**src/rtl/mem_port_arbiter.sv**
```systemverilog
// mem_port_arbiter: shares the single external memory command/data port
// between the fc (0), conv (1) and max-pool (2) engines. One owner is
// selected per burst, its command is forwarded, and its write/read beats
// are routed until the last beat, after which ownership rotates.
// Optional build macro: MEM_ARB_FIXED_PRIO_EN selects fixed priority
// (lowest index wins) instead of round-robin.
module mem_port_arbiter #(
  parameter int ADDR_W = 27,
  parameter int DATA_W = 32,
  parameter int LEN_W  = 8
) (
  input  logic                  clk,
  input  logic                  rst,
  input  logic [2:0]            req_valid,
  input  logic [2:0]            req_we,
  input  logic [3*ADDR_W-1:0]   req_addr,
  input  logic [3*LEN_W-1:0]    req_len,
  output logic [2:0]            req_gnt,
  input  logic [2:0]            wr_valid,
  input  logic [3*DATA_W-1:0]   wr_data,
  output logic [2:0]            wr_ready,
  output logic [2:0]            rd_valid,
  output logic [DATA_W-1:0]     rd_data,
  output logic                  mem_cmd_valid,
  input  logic                  mem_cmd_ready,
  output logic                  mem_cmd_we,
  output logic [ADDR_W-1:0]     mem_cmd_addr,
  output logic [LEN_W-1:0]      mem_cmd_len,
  output logic                  mem_wvalid,
  input  logic                  mem_wready,
  output logic [DATA_W-1:0]     mem_wdata,
  input  logic                  mem_rvalid,
  input  logic [DATA_W-1:0]     mem_rdata,
  output logic                  busy
);

  typedef enum logic [1:0] {IDLE, CMD, WDATA, RDATA} state_t;

  state_t             state;
  logic [1:0]         owner;
  logic               cmd_we;
  logic [ADDR_W-1:0]  cmd_addr;
  logic [LEN_W-1:0]   cmd_len;
  logic [LEN_W-1:0]   beat_cnt;
`ifndef MEM_ARB_FIXED_PRIO_EN
  logic [1:0]         rr_ptr;
`endif

  logic [ADDR_W-1:0]  addr_arr  [3];
  logic [LEN_W-1:0]   len_arr   [3];
  logic [DATA_W-1:0]  wdata_arr [3];
  logic [1:0]         pick;
  logic [2:0]         owner_oh;
  logic               beat;
  logic               last_beat;

  // Unpack the per-engine buses so they can be indexed by engine number.
  for (genvar i = 0; i < 3; i++) begin : g_unpack
    assign addr_arr[i]  = req_addr[i*ADDR_W +: ADDR_W];
    assign len_arr[i]   = req_len[i*LEN_W +: LEN_W];
    assign wdata_arr[i] = wr_data[i*DATA_W +: DATA_W];
  end

  // First requester at or after p, searching 0->1->2->0.
  function automatic logic [1:0] pick_rr(input logic [2:0] v, input logic [1:0] p);
    case (p)
      2'd1:    pick_rr = v[1] ? 2'd1 : (v[2] ? 2'd2 : 2'd0);
      2'd2:    pick_rr = v[2] ? 2'd2 : (v[0] ? 2'd0 : 2'd1);
      default: pick_rr = v[0] ? 2'd0 : (v[1] ? 2'd1 : 2'd2);
    endcase
  endfunction

  // Engine index after i, modulo 3.
  function automatic logic [1:0] next_idx(input logic [1:0] i);
    next_idx = (i == 2'd2) ? 2'd0 : i + 2'd1;
  endfunction

`ifdef MEM_ARB_FIXED_PRIO_EN
  assign pick = pick_rr(req_valid, 2'd0);
`else
  assign pick = pick_rr(req_valid, rr_ptr);
`endif

  assign owner_oh  = 3'b001 << owner;
  assign beat      = ((state == WDATA) && wr_valid[owner] && mem_wready) ||
                     ((state == RDATA) && mem_rvalid);
  assign last_beat = beat && (beat_cnt == cmd_len);

  // Arbitration FSM: latch the winner's command, hand it to memory, then
  // count beats until the burst length is reached.
  always_ff @(posedge clk or posedge rst) begin
    if (rst) begin
      state    <= IDLE;
      owner    <= 2'd0;
      cmd_we   <= 1'b0;
      cmd_addr <= '0;
      cmd_len  <= '0;
      beat_cnt <= '0;
`ifndef MEM_ARB_FIXED_PRIO_EN
      rr_ptr   <= 2'd0;
`endif
    end else begin
      case (state)
        IDLE: begin
          if (|req_valid) begin
            owner    <= pick;
            cmd_we   <= req_we[pick];
            cmd_addr <= addr_arr[pick];
            cmd_len  <= len_arr[pick];
            state    <= CMD;
          end
        end
        CMD: begin
          if (mem_cmd_ready) begin
            beat_cnt <= '0;
            state    <= cmd_we ? WDATA : RDATA;
          end
        end
        default: begin
          // Stop counting at len so a full-length burst never wraps.
          if (last_beat) begin
            state  <= IDLE;
`ifndef MEM_ARB_FIXED_PRIO_EN
            rr_ptr <= next_idx(owner);
`endif
          end else if (beat) begin
            beat_cnt <= beat_cnt + 1'b1;
          end
        end
      endcase
    end
  end

  assign busy          = (state != IDLE);
  assign mem_cmd_valid = (state == CMD);
  assign mem_cmd_we    = cmd_we;
  assign mem_cmd_addr  = cmd_addr;
  assign mem_cmd_len   = cmd_len;
  assign req_gnt       = ((state == CMD) && mem_cmd_ready) ? owner_oh : 3'b000;

  assign mem_wvalid    = (state == WDATA) && wr_valid[owner];
  assign mem_wdata     = (state == WDATA) ? wdata_arr[owner] : '0;
  assign wr_ready      = ((state == WDATA) && mem_wready) ? owner_oh : 3'b000;

  assign rd_valid      = ((state == RDATA) && mem_rvalid) ? owner_oh : 3'b000;
  assign rd_data       = (state == RDATA) ? mem_rdata : '0;

endmodule

```
**config.mk**
```make
export PLATFORM = sky130hd
export DESIGN_NAME = mem_port_arbiter
export DESIGN_NICKNAME = d
export VERILOG_FILES = /design/src/rtl/mem_port_arbiter.sv
export SDC_FILE = /design/constraint.sdc
export NUM_CORES = 1
export LEC_CHECK = 0
export CAP_MARGIN = 20
export CORE_AREA = 5 5 135 137
export CTS_CLUSTER_DIAMETER = 120
export DETAILED_ROUTE_END_ITERATION = 8
export DIE_AREA = 0 0 140 142
export HOLD_SLACK_MARGIN = 0.02
export RECOVER_POWER = 25
export SYNTH_ARGS = -nofsm -noshare
export SYNTH_HDL_FRONTEND = slang
export SYNTH_SLANG_ARGS = --single-unit
```
**constraint.sdc**
```tcl
create_clock -name clk -period 2.6 [get_ports clk]
set_input_delay 0.78 -clock clk [delete_from_list [all_inputs] [get_ports clk]]
set_output_delay 0.78 -clock clk [all_outputs]
set_load 0.02 [all_outputs]
```
==> impl_metrics.tcl, run 1 <==
set metrics [dict create \
    wl_per_cell_um 18.11 \
    synth_common_cells "nor2_1, mux2i_1, dfrtp_1" \
    ys_seq_area_frac 0.3207 \
    r2r_start "rr_ptr[0]" \
    clk_pin_slew_ns 0.07 \
    synth_top_flop_cell "dfrtp_1" \
    cp.arrival_ns 1.78 \
    grtUsageTotal 0.1812 \
    dp_cells 1048 \
    worst-path-max-fanout 4 \
    drc_errors 0 \
    min_period_over_period 0.9855 \
    netlist_area_sq_um 3901 \
    cts.path.max_buffers 2 \
    rr_worst_depth 8 \
    synth_top_area_cell "dfrtp_1" \
    cts_tree "built" \
    use_met1 0.2130 \
    post_drt_via_cell_ratio 4.750 \
    setup_ws_ns 0.03761 \
    setup_tns_ns 0 \
    status "finished clean" \
    diodes 0 \
    rsz0062_at_grt "yes" \
    post-place-ws_ns -0.6475 \
    clk_latency_ns 0.29 \
    synth_fp_nets 717 \
    period_minus_slack_ns 2.562 \
    async_flop_share 1.000 \
    finalSetupViolCount 0 \
    hold_slack_ns 0.5072 \
    antenna_found_initial 0 \
    core_area_sq_um 16940 \
    fin_cells 1059 \
    grt_max_degree 51 \
    synth.area.top_cells "dfrtp_1, mux2i_1, nor2_1" \
    yosysWarnings 0 \
    ff2ff_setup_slack_ns 0.40 \
    top_usage_layer "met2" \
    hp-class "reg -> reg" \
    required_ns 1.82 \
    io_buffers 358 \
    final_nets 1083 \
    grt_pass1_vias 5241 \
    p_per_area_nw_per_um2 940.2 \
    gp_congestion 0.8746 \
    hold_buffers 0 \
    hpwl_um 15500 \
    ys_types 36 \
    ys_ff_latch 50 \
    cts_num_sinks 50 \
    crit_start "mem_cmd_ready" \
    syn_avg_cell_area_sq_um 8.354 \
    area_growth_pct 107.0 \
    endpoint "req_gnt[1]" \
    worstSetupStartpointType "input port" \
    slew_violations 0 \
    overflow 0 \
    core.rowCount 48 \
    drive_gt1_frac 0.1487 \
    gr-usage-met3 0.05578 \
    criticalPathCategory "in -> out" \
    fmax_mhz 390.3 \
    worstReg2RegEnd "mem_cmd_addr[17]" \
    vias 5030 \
    die_w_um 140 \
    synthCells 467 \
    start_util 0.2303 \
    drt_iter0_markers 135 \
    max-vdd-ir-drop_mv 0.4267 \
    yosysTopAreaCellShare 0.3207 \
    ant_nets 0 \
    relSlewSlack 0.1422 \
    total_leakage_power_nw 3.887 \
    fin_skew_ns 0.004631 \
    die_y_um 142 \
    htreeDepth 2 \
    grt_pass1_wl_um 29240 \
    grtUsageMet2 0.3272 \
    io_pins 359 \
    synth-edff-count 0 \
    cp-end-kind "output pin" \
    maxCapViolations 0 \
    hold_viol_final 0 \
    worstMarginPinSlew_ns 1.287 \
    fillCellCount 1662 \
    synth_most_common_cell "nor2_1" \
    wl_um 19180 \
    dieArea_sq_um 19880 \
    cts_buffers 5 \
    cts_root_buffer "clkbuf_16" \
    first_pass_iters 4 \
]
## per-stage QoR
step	power, mW	util	instance area [sq um]
2_1_floorplan	4.378	-	3901
3_3_place_gp	7.036	0.4713	7983
3_5_place_dp	7.104	0.4713	7983
4_1_cts	7.712	0.4776	8089
5_1_grt	8.142	0.4767	8074
6_report	7.591	0.4767	8074
## cells by family after synthesis
group	synth area share
buffers and inverters	0.05163
flip-flops	0.3207
AO/OA/AOI/OAI	0.2309
adder cells (fa/ha/maj)	0.009623
AND/OR/NAND/NOR	0.1895
multiplexers	0.1796
XOR/XNOR	0.01796
## final cells by class
type,instances,area (sq um),share of cell area
Clock inverter,1,30.03,0.003719
Multi-Input combinational cell,372,2511,0.3110
Timing Repair Buffer,401,3844,0.4761
Tap cell,225,281.5,0.03487
Inverter,3,11.26,0.001395
Clock buffer,7,142.6,0.01767
Sequential cell,50,1254,0.1553
## cells in the final DEF, fill, tap and decap left out, types with 2 or more instances in the layout
| cell type | netlist | layout |
|---|---|---|
| mux2i_2 | 0 | 2 |
| nor3_1 | 5 | 3 |
| and3_1 | 36 | 36 |
| buf_12 | 0 | 7 |
| nor4_1 | 2 | 2 |
| nand2_1 | 8 | 7 |
| ha_1 | 3 | 3 |
| a31o_2 | 2 | 2 |
| a31oi_1 | 5 | 5 |
| dlygate4sd2_1 | 0 | 32 |
| nand3_1 | 7 | 6 |
| dlymetal6s2s_1 | 0 | 18 |
| dfrtp_2 | 0 | 2 |
| o21a_1 | 6 | 6 |
| dfrtp_1 | 50 | 48 |
| o21ai_1 | 22 | 22 |
| xor2_1 | 8 | 8 |
| mux2i_1 | 70 | 68 |
| a21oi_1 | 40 | 37 |
| clkdlybuf4s50_1 | 0 | 265 |
| o21ai_0 | 23 | 22 |
| clkbuf_16 | 0 | 5 |
| nor2b_1 | 4 | 2 |
| nor2_1 | 75 | 75 |
| a21oi_2 | 0 | 3 |
| nand2b_1 | 4 | 4 |
| inv_1 | 3 | 2 |
| o31ai_1 | 2 | 2 |
| or2_4 | 2 | 2 |
| nor3_2 | 0 | 2 |
| nand3b_1 | 4 | 4 |
| a22oi_1 | 26 | 26 |
| buf_4 | 0 | 44 |
| a22oi_2 | 10 | 10 |
| buf_2 | 8 | 30 |
## critical path, cell delays in order
cell and delay (ns):
clkdlybuf4s50_1 0.49, nand2_2 0.11, nor2_1 0.12, clkdlybuf4s15_2 0.27
## report_power, final
group	internal [mW]	switching (mW)	leakage [nW]
clock network	0.481	0.290	0.0841
logic	2.52	2.83	3.18
registers	1.13	0.338	0.619
total	4.14	3.45	3.89
## sequential cells by signal (all words and copies together), names as in the netlist
name,count
mem_cmd_addr,27
beat_cnt,8
mem_cmd_len,8
owner,2
rr_ptr,2
state,2
mem_cmd_we,1
## routing by layer
metal / routed length [um] / up-vias
met5: 0 / -
met3: 1697 / 21
met4: 301 / 0
met1: 7566 / 2329
met2: 9617 / 257
li1: - / 2423
## worst min path at each step
stage	start	to	slack, ns	depth (start not counted)
floorplan	beat_cnt[7]	beat_cnt[7]	0.47	1
global placement	beat_cnt[7]	beat_cnt[7]	0.50	1
detailed placement	beat_cnt[7]	beat_cnt[7]	0.50	1
CTS	beat_cnt[7]	beat_cnt[7]	0.51	1
global route	beat_cnt[7]	beat_cnt[7]	0.53	1
finish	beat_cnt[7]	beat_cnt[7]	0.51	1
## timing repair
action	in CTS	in global routing
setup endpoints to repair	73	30
pin swaps	0	12
gates resized for setup	189	54
hold endpoints to repair	0	0
buffers inserted	2	0
gates cloned	1	0
No activity file was read; power rests on OpenSTA's default activity.
==> run 2: changes to the inputs <==
--- a/config.mk
+++ b/config.mk
@@ -5,7 +5,6 @@
 export SDC_FILE = /design/constraint.sdc
 export NUM_CORES = 1
 export LEC_CHECK = 0
-export CAP_MARGIN = 20
 export CORE_AREA = 5 5 135 137
 export CTS_CLUSTER_DIAMETER = 120
 export DETAILED_ROUTE_END_ITERATION = 8
==> results of run 2 <==
No change in the layout: final DEF, timing and power equal those of run 1.
==> run 3: changes to the inputs <==
==> constraint.sdc (replaced) <==
create_clock -name clk -period 2.6 [get_ports clk]
set_input_delay 0.39 -clock clk [delete_from_list [all_inputs] [get_ports clk]]
set_output_delay 0.39 -clock clk [all_outputs]
set_load 0.02 [all_outputs]
==> impl_metrics.tcl, run 3 (synthesized netlist as in run 1, its figures left out) <==
set metrics [dict create \
    relSlewSlack 0.2516 \
    antenna_found_initial 0 \
    overflow 0 \
    drc_errors 0 \
    vias 4937 \
    diodes 0 \
    max-vdd-ir-drop_mv 0.4974 \
    largest_reg_flops 27 \
    drive_gt1_frac 0.06863 \
    worstReg2RegEnd "mem_cmd_addr[12]" \
    fillCellCount 1591 \
    hpwl_um 15750 \
    final_nets 1065 \
    grt_max_degree 39 \
    setup_tns_ns 0 \
    criticalPathCategory "reg -> out" \
    min_period_over_period 0.9550 \
    seqCellArea_sq_um 1254 \
    period_minus_slack_ns 2.483 \
    setup_ws_ns 0.1171 \
    r2r_start "rr_ptr[0]" \
    maxCapViolations 0 \
    die_w_um 140 \
    fin_skew_ns 0.005830 \
    hp-class "reg -> reg" \
    clk_latency_ns 0.29 \
    dieArea_sq_um 19880 \
    ff2ff_setup_slack_ns 0.16 \
    final_cell_mix "clkdlybuf4s50_1, nor2_1, mux2i_1, dfrtp_1, a21oi_1" \
    area_growth_pct 105.2 \
    total_leakage_power_nw 3.500 \
    status "finished clean" \
    cts_root_buffer "clkbuf_16" \
    core_area_sq_um 16940 \
    drt_iter0_markers 203 \
    first_pass_iters 4 \
    rr_worst_depth 8 \
    cp-end-kind "output pin" \
    min_path_cells 1 \
    die_y_um 142 \
    worstSetupStartpointType "flip-flop" \
    clk_pin_slew_ns 0.07 \
    cp.arrival_ns 2.09 \
    gp_congestion 0.8671 \
    worstMarginPinSlew_ns 1.121 \
    grtUsageTotal 0.1811 \
    hold_viol_final 0 \
    io_buffers 358 \
    cts.path.max_buffers 2 \
    fmax_mhz 402.8 \
    core.rowCount 48 \
    cts_num_sinks 50 \
    wl_um 19490 \
    slew_violations 0 \
    grt_pass1_wl_um 28950 \
    hold_slack_ns 0.5151 \
    post-route-cell-area_sq_um 8006 \
    hold_end "beat_cnt[7]" \
    multi_input_area_sq_um 2464 \
    max_stage_delay_ns 0.57 \
    finalSetupViolCount 0 \
    cts_buffers 5 \
    worst_hold_startpoint "beat_cnt[7]" \
    required_ns 2.21 \
    dp_cells 1030 \
    io_pins 359 \
    fin_cells 1041 \
    hold_buffers 0 \
    post-place-ws_ns 0.03345 \
    post_drt_via_cell_ratio 4.743 \
    worst-path-max-fanout 17 \
    htreeDepth 2 \
    path_common_cell "nor2_1" \
    grt_pass1_vias 5150 \
    final_common_cell "clkdlybuf4s50_1" \
    crit_chain "buf_12, mux2i_1, nor2_1, a21oi_1, nor2_1, clkdlybuf4s50_1" \
    cts_tree "built" \
    p_per_area_nw_per_um2 959.7 \
    slowest_stage "clkdlybuf4s50_1" \
    wl_per_cell_um 18.73 \
    ant_nets 0 \
    dpl_cell_area_sq_um 7797 \
    start_util 0.2303 \
]
[run 3: cell type report]
class,instances,share of cell area
clock inverters,1,0.001094
repair buffers,383,0.4790
multi-input cells,372,0.3077
well taps,225,0.03516
inverters,3,0.001406
flip-flops and latches,50,0.1566
clock buffers,7,0.01907
[run 3: layer usage]
metal | part of all wire | track usage
met5 | 0 | 0
met1 | 0.40 | 0.2164
met2 | 0.50 | 0.3236
met4 | 0.013 | 0.03519
met3 | 0.086 | 0.05645
[run 3: worst max-delay path by stage]
stage,from,end,cells after the start
final,owner[0],mem_wdata[31],6
after global routing,owner[0],mem_wvalid,5
after CTS,owner[0],mem_wdata[13],6
after detailed placement,req_valid[2],mem_cmd_addr[12],6
after global placement,req_valid[2],mem_cmd_addr[10],7
after floorplan,rr_ptr[0],mem_cmd_addr[16],8
[run 3: per-stage QoR]
step	power, mW	util
2_1_floorplan	4.378	-
3_3_place_gp	6.889	0.4604
3_5_place_dp	6.967	0.4604
4_1_cts	7.716	0.4699
5_1_grt	8.227	0.4727
6_report	7.684	0.4727
[run 3: what timing repair did]
| item | CTS | global route |
|---|---|---|
| buffers inserted | 0 | 2 |
| setup endpoints to repair | 0 | 29 |
| gates resized for setup | 0 | 6 |
[run 3: report_power, final]
part,switching [mW],internal (mW),leakage [nW],total [mW]
combinational,2.79,2.70,2.80,5.49
clock,0.294,0.412,0.0801,0.705
sequential,0.354,1.13,0.619,1.49
[run 3: critical path: cells and delay by family, from the launching register on]
| family | cells | cell delay [ns] |
|---|---|---|
| AO/OA/AOI/OAI | 1 | 0.12 |
| flip-flops | 1 | 0.51 |
| AND/OR/NAND/NOR | 2 | 0.13 |
| buffers and inverters | 2 | 0.79 |
| multiplexers | 1 | 0.25 |
